[config.mk]
export PLATFORM = sky130hd
export DESIGN_NAME = pipe_stage_reg
export DESIGN_NICKNAME = d
export VERILOG_FILES = /design/src/rtl/pipe_stage_reg_pkg.sv /design/src/rtl/pipe_stage_reg.sv
export SDC_FILE = /design/constraint.sdc
export NUM_CORES = 1
export LEC_CHECK = 0
export BUFFER_PORTS_ARGS = -buffer_cell sky130_fd_sc_hd__buf_2
export CAP_MARGIN = 25
export CORE_MARGIN = 2
export CORE_UTILIZATION = 37
export CTS_CLUSTER_DIAMETER = 150
export DETAILED_ROUTE_END_ITERATION = 7
export GPL_ROUTABILITY_DRIVEN = 0
export PLACE_DENSITY_LB_ADDON = 0.15
export REMOVE_ABC_BUFFERS = 1
export SYNTH_ARGS = -nofsm -noshare
export SYNTH_HDL_FRONTEND = slang
export SYNTH_SLANG_ARGS = --single-unit
[constraint.sdc]
create_clock -name clk -period 1.3 [get_ports clk]
set_clock_uncertainty 0.1 [all_clocks]
set_input_delay 0.13 -clock clk [delete_from_list [all_inputs] [get_ports clk]]
set_output_delay 0.13 -clock clk [all_outputs]
set_load 0.05 [all_outputs]
[src/rtl/pipe_stage_reg_pkg.sv]
// Shared pipeline package: stage state encoding, bubble constant and helpers.
`default_nettype none

package pipe_stage_reg_pkg;

  // Maximum live entries any pipeline stage can hold (main + skid).
  localparam int C_PIPE_STAGE_MAX_OCC = 2;

  // Bit replicated to form the default bubble payload of a stage.
  localparam logic C_BUBBLE_BIT = 1'b0;

  typedef enum logic [1:0] {
    ST_EMPTY = 2'd0,
    ST_MAIN  = 2'd1,
    ST_FULL  = 2'd2
  } pipe_state_e;

  function automatic logic [1:0] occ_of(input pipe_state_e st);
    case (st)
      ST_MAIN: occ_of = 2'd1;
      ST_FULL: occ_of = 2'd2;
      default: occ_of = 2'd0;
    endcase
  endfunction

endpackage

`default_nettype wire

[src/rtl/pipe_stage_reg.sv]
// ============================================================================
// Module   : pipe_stage_reg
// Brief    : valid/ready pipeline stage register with flush; 1-entry by
//            default, 2-entry registered-ready skid mode when
//            PIPE_STAGE_SKID_EN is defined.
// Revision : 1.0
// ============================================================================
`default_nettype none

module pipe_stage_reg
  import pipe_stage_reg_pkg::*;
#(
  parameter int            DW         = 64,
  parameter logic [DW-1:0] BUBBLE_VAL = {DW{C_BUBBLE_BIT}}
) (
  input  logic          clk,
  input  logic          rst,
  input  logic          flush_i,
  input  logic          in_valid,
  output logic          in_ready,
  input  logic [DW-1:0] in_data,
  output logic          out_valid,
  input  logic          out_ready,
  output logic [DW-1:0] out_data,
  output logic [1:0]    occupancy
);

  pipe_state_e   r_state;
  pipe_state_e   w_state_nxt;
  logic [DW-1:0] r_main;
  logic [DW-1:0] w_main_nxt;
  logic          w_accept;
  logic          w_consume;

  assign w_accept  = in_valid && in_ready && !flush_i;
  assign w_consume = out_valid && out_ready && !flush_i;

  assign out_valid = (r_state != ST_EMPTY);
  assign out_data  = r_main;

`ifdef PIPE_STAGE_SKID_EN
  logic [DW-1:0] r_skid;
  logic [DW-1:0] w_skid_nxt;
  logic          r_in_ready;

  // Registered ready breaks the out_ready -> in_ready combinational path.
  assign in_ready  = r_in_ready;
  assign occupancy = occ_of(r_state);
`else
  assign in_ready  = (r_state == ST_EMPTY) || out_ready;
  assign occupancy = {1'b0, (r_state != ST_EMPTY)};
`endif

  always_comb begin
    w_state_nxt = r_state;
    w_main_nxt  = r_main;
`ifdef PIPE_STAGE_SKID_EN
    w_skid_nxt  = r_skid;
`endif
    if (flush_i) begin
      w_state_nxt = ST_EMPTY;
      w_main_nxt  = BUBBLE_VAL;
`ifdef PIPE_STAGE_SKID_EN
      w_skid_nxt  = BUBBLE_VAL;
`endif
    end else begin
      case (r_state)
        ST_EMPTY: begin
          if (w_accept) begin
            w_state_nxt = ST_MAIN;
            w_main_nxt  = in_data;
          end
        end
        ST_MAIN: begin
          if (w_accept && w_consume) begin
            w_main_nxt = in_data;
`ifdef PIPE_STAGE_SKID_EN
          end else if (w_accept) begin
            w_state_nxt = ST_FULL;
            w_skid_nxt  = in_data;
`endif
          end else if (w_consume) begin
            w_state_nxt = ST_EMPTY;
            w_main_nxt  = BUBBLE_VAL;
          end
        end
`ifdef PIPE_STAGE_SKID_EN
        ST_FULL: begin
          if (w_consume) begin
            w_state_nxt = ST_MAIN;
            w_main_nxt  = r_skid;
            w_skid_nxt  = BUBBLE_VAL;
          end
        end
`endif
        default: begin
          w_state_nxt = ST_EMPTY;
          w_main_nxt  = BUBBLE_VAL;
        end
      endcase
    end
  end

  always_ff @(posedge clk) begin
    if (rst) begin
      r_state <= ST_EMPTY;
      r_main  <= BUBBLE_VAL;
    end else begin
      r_state <= w_state_nxt;
      r_main  <= w_main_nxt;
    end
  end

`ifdef PIPE_STAGE_SKID_EN
  always_ff @(posedge clk) begin
    if (rst) begin
      r_skid     <= BUBBLE_VAL;
      r_in_ready <= 1'b1;
    end else begin
      r_skid     <= w_skid_nxt;
      r_in_ready <= (w_state_nxt != ST_FULL);
    end
  end
`endif

endmodule

`default_nettype wire
==> flow_metrics.py, run 1 <==
metrics = {
    "outcome": {
        "status": "complete, no violations",
    },
    "yosys": {
        "synth_seq_cells": 65,
        "yosysSeqAreaShare_pct": 63.5,
        "ys_warn_count": 0,
        "netlist_area_sq_mm": 0.00205,
        "syn-instance-count": 153,
        "synth.avg_cell_area_sq_um": 13.4,
        "synth_cell_types": 13,
    },
    "routing": {
        "vias": 2064,
        "drt_iter0_drc": 72,
        "first_pass_iters": 4,
        "vias_per_cell": 4.76,
        "remaining_drc_errors": 0,
        "ant_nets": 0,
        "wl_per_cell_microns": 14.7,
        "finalWirelength_microns": 6380,
    },
    "power_and_ir_drop": {
        "swShare_pct": 26.9,
        "combPwrFrac_pct": 16.6,
        "p_switching_mw": 1.23,
        "p_seq_share_pct": 45.9,
        "p_leak_nw": 1.85,
        "power.internal_mw": 3.34,
        "peakVddDrop_mv": 0.698,
        "clkPwrFrac_pct": 37.5,
        "p_per_area_mw_per_mm2": 1230,
    },
    "die": {
        "coreArea_sq_mm": 0.00544,
        "die_area_sq_mm": 0.00615,
        "die_w_microns": 78.4,
        "ios": 137,
        "rows": 27,
        "start_util_pct": 37.7,
        "die_y_microns": 78.4,
    },
    "critical_path": {
        "worst-r2r-setup-slack_ps": 30,
        "crit_chain": "nand2b_1 > and3_4 > clkbuf_16 > a22o_1",
        "r2r_start": "r_state[0]$_SDFFE_PP0P_",
        "r2r.worst_path.cells": 4,
        "end_kind": "flop",
        "crit_path_max_fanout": 25,
        "arrival_ps": 1400,
        "critical_path_class": "reg -> reg",
        "crit_slowest_cell": "dfxtp_4",
        "required_ps": 1420,
        "worst_setup_path_start_kind": "flop",
        "crit_path_max_incr_delay_ps": 370,
        "r2r-end": "out_data[49]$_SDFFE_PP0P_",
    },
    "sta": {
        "hold_violations": 0,
        "post-route-min-period_ps": 1270,
        "slew_viol_final": 0,
        "fin_crit_sh_pct": 97.9,
        "fin_tns_setup_ps": 0,
        "setup_viol": 0,
        "max_clock_freq_mhz": 786,
        "rsz0062_at_grt": "no",
    },
    "cells_and_area": {
        "antenna_cells": 0,
        "instances_no_fill": 434,
        "drive_gt1_share_pct": 44.8,
        "syn_to_final_growth_pct": 81.1,
        "nets": 426,
    },
    "clock_tree": {
        "post_cts_buffers": 0,
        "clkLatencyLatePin_ps": 320,
        "cts_buffer_depth": 2,
        "h-tree-depth": 3,
        "path_clk_slew_ps": 70,
        "numClockSinks": 65,
        "cts_buffers": 9,
        "cts-root-buf": "clkbuf_8",
        "cts_tree": "built",
    },
    "global_route": {
        "grt_usage_pct": 19.2,
        "grt_pass1_wl_microns": 9230,
        "first_global_vias": 1968,
        "grt_max_degree": 51,
        "antenna_found_initial": 0,
        "overflow": 0,
    },
    "min_path": {
        "min_path_type": "in -> reg",
        "worstHoldPathCells": 3,
        "min_from": "out_ready",
        "hold_end": "r_state[0]$_SDFFE_PP0P_",
    },
    "placed_design": {
        "hpwl_microns": 3230,
        "port_buffers": 135,
        "place_inst": 348,
    },
    "job": {
        "drv_cap": 0,
    },
}
## layout make-up
class                   count  area [sq um]
clock buffers              10           138
repair buffers            209          1500
well taps                  72          90.1
fillers                   407          1730
multi-input cells          71           614
inverters                   1          3.75
flip-flops and latches     65          1310
clock inverters             6          66.3
## critical path, delay by kind of cell (launching register included)
kind                   cells  cell delay (ps)
AO/OA/AOI/OAI              1              200
AND/OR/NAND/NOR            2              300
buffers and inverters      1              200
flip-flops                 1              370
## power by group through the flow
stage	Sequential, mW	Combinational [mW]	Clock, mW
CTS	2.09	0.715	1.75
detailed placement	2.14	0.563	0
floorplan	2.38	0.104	0
finish	2.09	0.759	1.71
global route	2.10	0.798	1.86
global placement	2.14	0.561	0
## metal layers
metal | vias up | routed length, microns | GRT usage, %
met3 | 18 | 494 | 5.98
met4 | 0 | 178 | 10.7
met5 | - | 0 | 0
met1 | 941 | 2770 | 22.9
li1 | 991 | - | -
met2 | 114 | 2930 | 30.9
## layout by cell type (no fill, tap or decap)
cell type,instances
dfxtp_4,1
clkbuf_16,3
bufinv_16,1
inv_6,1
clkinv_2,2
a22o_1,64
inv_1,1
conb_1,1
buf_4,1
clkinv_4,2
nand2b_1,1
clkbuf_8,10
buf_12,3
nand2_1,1
buf_6,2
o211a_4,1
nor2_1,1
buf_2,134
dfxtp_1,64
and3_4,1
a21boi_0,1
dlygate4sd3_1,66
## repair_timing
item | 4_1_cts | 5_1_grt
endpoints found under the hold margin | 65 | 0
gates cloned | 0 | 4
resized for setup | 1 | 6
pin swaps | 0 | 2
hold buffers | 66 | 0
endpoints found under the setup margin | 61 | 65
## synth_stat cells
cell | instances | area share, %
inv_1 | 1 | 0.18
a21boi_0 | 1 | 0.37
dfxtp_1 | 65 | 63
buf_4 | 8 | 2.9
buf_2 | 1 | 0.24
nand2b_1 | 1 | 0.31
o211a_1 | 1 | 0.49
and3_1 | 1 | 0.31
a22o_1 | 64 | 27
nand2_1 | 1 | 0.18
conb_1 | 1 | 0.18
buf_6 | 7 | 3.8
nor2_1 | 1 | 0.18
## per-stage QoR
| step | worst slack, ps | instance area [sq um] | util (%) | power, mW | hold slack (ps) |
|---|---|---|---|---|---|
| global placement | 23.1 | 2740 | 50.4 | 2.70 | 239 |
| floorplan | -1650 | 1910 | - | 2.48 | 156 |
| global route | 1.81 | 3710 | 68.3 | 4.76 | 69.1 |
| finish | 26.9 | 3710 | 68.3 | 4.56 | 77.7 |
| detailed placement | -20.3 | 2740 | 50.4 | 2.70 | 242 |
| CTS | 14.5 | 3610 | 66.3 | 4.56 | 36.6 |
## state kept, by name (all words and copies together) (netlist names)
signal and flops:
out_data 64, r_state 1
## worst max-delay path by stage
stage | from | endpoint | slack (ps)
3_5_place_dp | r_state[0]$_SDFFE_PP0P_ | out_data[43]$_SDFFE_PP0P_ | -20
5_1_grt | r_state[0]$_SDFFE_PP0P_ | out_data[34]$_SDFFE_PP0P_ | 2
2_1_floorplan | r_state[0]$_SDFFE_PP0P_ | out_data[0]$_SDFFE_PP0P_ | -1650
3_3_place_gp | r_state[0]$_SDFFE_PP0P_ | out_data[25]$_SDFFE_PP0P_ | 20
4_1_cts | r_state[0]$_SDFFE_PP0P_ | out_data[46]$_SDFFE_PP0P_ | 10
6_report | r_state[0]$_SDFFE_PP0P_ | out_data[49]$_SDFFE_PP0P_ | 30
## logic make-up (layout without fill, tap and decap cells)
group	after synthesis	after routing	synth area share, %
AND/OR/NAND/NOR	4	4	0.976
flip-flops	65	65	63.5
other	1	1	0.183
buffers and inverters	17	226	7.20
AO/OA/AOI/OAI	66	66	28.2
Note: power is estimated with default switching activity, not from simulation.
==> inputs of run 2 (changes only) <==
- CORE_MARGIN: 2 -> unset
- CORE_UTILIZATION: 37 -> 41
- clock period: 1.3 -> 1.31 ns (I/O delays scaled with it)
==> run 2 against run 1 <==
Sequential share of layout area grew 0.23 points. Fmax down 0.84%. Total power rose by 10%. Routed wire length fell by 7.4%. Die area down 14%. Utilization increased by 9.2 points. Register-to-register slack barely moved. Non-clock buffer count is 4 lower. Worst hold slack got worse by 23 ps. Critical endpoint is now out_data[8]$_SDFFE_PP0P_.
==> flow_metrics.py, run 2 (synthesis results as in run 1) <==
metrics = {
    "global_route": {
        "grt_usage_pct": 22.7,
        "grt_max_degree": 37,
        "overflow": 0,
        "antenna_found_initial": 0,
        "first_global_vias": 1972,
        "grt_pass1_wl_microns": 8970,
    },
    "sta": {
        "hold_violations": 0,
        "rsz0062_at_grt": "no",
        "max_clock_freq_mhz": 779,
        "post-route-min-period_ps": 1280,
        "setup_viol": 0,
        "worst_slack_ps": 26.2,
        "fin_crit_sh_pct": 98.0,
        "slew_viol_final": 0,
    },
    "power_and_ir_drop": {
        "p_switching_mw": 1.20,
        "clkPwrFrac_pct": 44.2,
        "p_leak_nw": 1.84,
        "peakVddDrop_mv": 0.946,
        "combPwrFrac_pct": 14.4,
        "p_seq_share_pct": 41.4,
        "swShare_pct": 24.0,
        "power.internal_mw": 3.82,
        "p_per_area_mw_per_mm2": 1360,
    },
    "routing": {
        "vias": 2012,
        "remaining_drc_errors": 0,
        "first_pass_iters": 4,
        "wl_per_cell_microns": 13.9,
        "vias_per_cell": 4.73,
        "ant_nets": 0,
        "finalWirelength_microns": 5910,
        "drt_iter0_drc": 47,
    },
    "critical_path": {
        "crit_path_max_fanout": 36,
        "crit_path_max_incr_delay_ps": 340,
        "crit_slowest_cell": "dfxtp_2",
        "arrival_ps": 1410,
        "crit_chain": "o211a_2 > buf_12 > a22o_1",
        "end_kind": "flop",
        "critical_path_class": "reg -> reg",
        "required_ps": 1440,
        "worst_setup_path_start_kind": "flop",
    },
    "die": {
        "die_y_microns": 72.7,
        "coreArea_sq_mm": 0.00475,
        "die_w_microns": 72.7,
        "ios": 137,
        "start_util_pct": 43.1,
        "die_area_sq_mm": 0.00529,
        "rows": 25,
    },
    "placed_design": {
        "hpwl_microns": 3150,
        "port_buffers": 135,
        "place_inst": 343,
        "dp_slack_ps": 11.1,
    },
    "job": {
        "drv_cap": 0,
    },
    "cells_and_area": {
        "nets": 422,
        "largest_reg_flops": 64,
        "layout_commonest_cell": "buf_2",
        "regArea_sq_mm": 0.00130,
        "final_cell_mix": "buf_2, dlygate4sd3_1, a22o_1, dfxtp_1, clkbuf_8",
        "multi_input_area_sq_um": 607,
        "syn_to_final_growth_pct": 79.6,
        "finish.utilization_pct": 77.4,
        "instances_no_fill": 425,
        "fillers": 336,
        "antenna_cells": 0,
        "drive_gt1_share_pct": 44.1,
    },
    "clock_tree": {
        "h-tree-depth": 3,
        "numClockSinks": 65,
        "clkLatencyLatePin_ps": 330,
        "cts_buffer_depth": 2,
        "cts_tree": "built",
        "cts_buffers": 9,
        "path_clk_slew_ps": 70,
        "cts-root-buf": "clkbuf_8",
    },
    "min_path": {
        "min_path_type": "in -> reg",
    },
    "outcome": {
        "status": "complete, no violations",
    },
}
==> run 2: what timing repair did <==
item,in CTS,in global routing
setup buffers,0,0
endpoints found under the hold margin,65,0
resized for setup,0,3
hold buffers,66,0
setup endpoints to repair,0,65
==> run 2: worst paths after layout <==
| kind | start | endpoint | slack [ps] | cells after the start |
|---|---|---|---|---|
| max | r_state[0]$_SDFFE_PP0P_ | out_data[8]$_SDFFE_PP0P_ | 30 | 3 |
| min | out_ready | r_state[0]$_SDFFE_PP0P_ | 60 | 3 |
| max reg2reg | r_state[0]$_SDFFE_PP0P_ | out_data[8]$_SDFFE_PP0P_ | 30 | 3 |
| min reg2reg | out_data[34]$_SDFFE_PP0P_ | out_data[34]$_SDFFE_PP0P_ | 380 | 1 |
==> run 2: area by class of cell <==
type	count	share of cell area, %
Clock buffer	9	3.36
Clock inverter	7	3.87
Inverter	1	0.102
Multi-Input combinational cell	71	16.5
Sequential cell	65	35.4
Tap cell	67	2.28
Timing Repair Buffer	205	38.5
==> run 2: metrics by stage <==
| stage | power (mW) | hold WS [ps] | setup TNS, ps | area (sq um) |
|---|---|---|---|---|
| 2_1_floorplan | 2.46 | 157 | -106220 | 1910 |
| 3_3_place_gp | 2.68 | 239 | 0 | 2750 |
| 3_5_place_dp | 2.68 | 245 | 0 | 2750 |
| 4_1_cts | 5.06 | 25.8 | 0 | 3670 |
| 5_1_grt | 5.19 | 98.5 | 0 | 3680 |
| 6_report | 5.02 | 55.2 | 0 | 3680 |
==> run 2: power groups by stage <==
| stage | Sequential, mW | Clock [mW] | Combinational, mW |
|---|---|---|---|
| after floorplan | 2.36 | 0 | 0.104 |
| after global placement | 2.12 | 0 | 0.559 |
| after detailed placement | 2.12 | 0 | 0.561 |
| after CTS | 2.08 | 2.27 | 0.714 |
| after global routing | 2.09 | 2.34 | 0.759 |
| final | 2.08 | 2.22 | 0.723 |
==> run 2: critical path, delay by kind of cell, from the launching register on <==
kind                   cells  cell delay [ps]
AOI/OAI and AO/OA          2              550
buffers and inverters      1              180
DFF                        1              340
==> run 2: per-layer routing <==
layer | global-route usage [%] | up-vias | routed length (microns) | part of all wire, %
li1 | - | 979 | - | -
met3 | 6.22 | 19 | 431 | 7.3
met5 | 0 | - | 0 | 0
met1 | 25.7 | 921 | 2450 | 41
met4 | 15.5 | 0 | 202 | 3.4
met2 | 37.4 | 93 | 2830 | 48
==> inputs of run 3 (changes only) <==
- RECOVER_POWER: unset -> 50
==> run 3 against run 2 <==
Register-to-register slack about the same. Flip-flop and latch count unchanged. Global-route usage unchanged. Critical endpoint unchanged. Non-clock buffer count unchanged. Die area unchanged. Cell count unchanged. First-iteration DRC count up 8.5%. Clock power about the same. Largest power group unchanged. Critical path depth unchanged. Critical path type unchanged. Combinational power about the same. Total power about the same.
==> flow_metrics.py, run 3 (synthesis results as in run 1) <==
metrics = {
    "cells_and_area": {
        "drive_gt1_share_pct": 44.1,
        "nets": 422,
        "antenna_cells": 0,
        "post-route-cell-area_sq_mm": 0.00368,
        "layout_commonest_cell": "buf_2",
        "final_cell_mix": "buf_2, dlygate4sd3_1, a22o_1, dfxtp_1, clkbuf_2",
        "largest_reg_flops": 64,
        "fillers": 336,
        "finish.utilization_pct": 77.4,
        "syn_to_final_growth_pct": 79.6,
    },
    "clock_tree": {
        "cts_tree": "built",
        "cts_buffers": 9,
        "cts-root-buf": "clkbuf_8",
        "numClockSinks": 65,
        "clkLatencyLatePin_ps": 330,
        "cts_buffer_depth": 2,
        "path_clk_slew_ps": 70,
        "post_cts_buffers": 0,
        "h-tree-depth": 3,
    },
    "power_and_ir_drop": {
        "peakVddDrop_mv": 0.944,
        "p_total_mw": 5.02,
        "swShare_pct": 24.0,
        "p_switching_mw": 1.20,
        "p_leak_nw": 1.80,
        "combPwrFrac_pct": 14.4,
        "power.internal_mw": 3.81,
        "p_per_area_mw_per_mm2": 1360,
        "clkPwrFrac_pct": 44.2,
        "p_seq_share_pct": 41.5,
    },
    "sta": {
        "rsz0062_at_grt": "no",
        "hold_ws_ps": 54.9,
        "post-route-min-period_ps": 1290,
        "fin_tns_setup_ps": 0,
        "fin_crit_sh_pct": 98.2,
        "slew_viol_final": 0,
        "setup_viol": 0,
        "hold_violations": 0,
        "max_clock_freq_mhz": 777,
    },
    "routing": {
        "remaining_drc_errors": 0,
        "vias": 2014,
        "drt_iter0_drc": 51,
        "finalWirelength_microns": 5900,
        "vias_per_cell": 4.74,
        "wl_per_cell_microns": 13.9,
        "first_pass_iters": 4,
        "ant_nets": 0,
    },
    "critical_path": {
        "crit_path_max_fanout": 36,
        "arrival_ps": 1410,
        "end_kind": "flop",
        "crit_path_max_incr_delay_ps": 340,
        "crit_start": "r_state[0]$_SDFFE_PP0P_",
        "r2r_start": "r_state[0]$_SDFFE_PP0P_",
        "critical_path_class": "reg -> reg",
        "crit_slowest_cell": "dfxtp_2",
        "crit_chain": "o211a_2 > buf_12 > a22o_1",
        "endpoint": "out_data[8]$_SDFFE_PP0P_",
        "required_ps": 1440,
        "r2r.worst_path.cells": 3,
        "r2r-end": "out_data[8]$_SDFFE_PP0P_",
        "worst_setup_path_start_kind": "flop",
        "worst-r2r-setup-slack_ps": 20,
    },
    "die": {
        "die_y_microns": 72.7,
        "start_util_pct": 43.1,
        "die_w_microns": 72.7,
        "die_area_sq_mm": 0.00529,
        "ios": 137,
        "coreArea_sq_mm": 0.00475,
        "rows": 25,
    },
    "global_route": {
        "grt_max_degree": 37,
        "first_global_vias": 1972,
        "gr-usage-met2_pct": 37.4,
        "use_met1_pct": 25.7,
        "overflow": 0,
        "grt_most_used_layer": "met2",
        "antenna_found_initial": 0,
        "grt_use_met3_pct": 6.22,
        "grt_usage_pct": 22.7,
        "grt_pass1_wl_microns": 8970,
    },
    "outcome": {
        "status": "complete, no violations",
    },
    "job": {
        "drv_cap": 0,
    },
    "min_path": {
        "min_path_type": "in -> reg",
    },
    "placed_design": {
        "port_buffers": 135,
        "dpl_cell_area_sq_mm": 0.00275,
        "hpwl_microns": 3150,
    },
}
run 3: timing repair:
item	CTS	global route
endpoints found under the setup margin	0	65
hold endpoints to repair	65	0
hold buffers	66	0
gates resized for setup	0	3
run 3: worst max-delay path: cells and delay by family (launching register included):
| family | cells | cell delay [ps] |
|---|---|---|
| DFF | 1 | 340 |
| buffers and inverters | 1 | 180 |
| AOI/OAI and AO/OA | 2 | 550 |
run 3: area by class of cell:
class,instances,area (sq um),area share (%)
Timing Repair Buffer,205,1420,38.5
Sequential cell,65,1300,35.4
Multi-Input combinational cell,71,607,16.5
Clock buffer,9,124,3.36
Tap cell,67,83.8,2.28
Clock inverter,7,143,3.87
Inverter,1,3.75,0.102
run 3: how the worst min path moves through the flow:
stage | from | end | slack (ps) | cells past startpoint
after floorplan | in_data[0] | out_data[0]$_SDFFE_PP0P_ | 160 | 1
after global placement | in_data[56] | out_data[56]$_SDFFE_PP0P_ | 240 | 2
after detailed placement | in_data[49] | out_data[49]$_SDFFE_PP0P_ | 250 | 2
after CTS | out_ready | r_state[0]$_SDFFE_PP0P_ | 30 | 3
after global routing | out_ready | r_state[0]$_SDFFE_PP0P_ | 100 | 3
final | out_ready | r_state[0]$_SDFFE_PP0P_ | 50 | 3
run 3: metrics by stage:
stage / worst slack, ps / std cells
after floorplan: -1640 / 137
after global placement: 52.4 / 343
after detailed placement: 11.1 / 343
after CTS: 13.2 / 425
after global routing: 1.90 / 425
final: 23.1 / 425
run 3: power groups by stage:
stage | sequential [mW] | clock, mW | combinational, mW
2_1_floorplan | 2.36 | 0 | 0.104
3_3_place_gp | 2.12 | 0 | 0.559
3_5_place_dp | 2.12 | 0 | 0.561
4_1_cts | 2.08 | 2.27 | 0.714
5_1_grt | 2.09 | 2.34 | 0.757
6_report | 2.08 | 2.22 | 0.721
run 3: metal layers:
layer / wire, microns / share of wire (%)
met3: 449 / 7.6
met5: 0 / 0
met4: 216 / 3.7
met2: 2820 / 48
met1: 2410 / 41
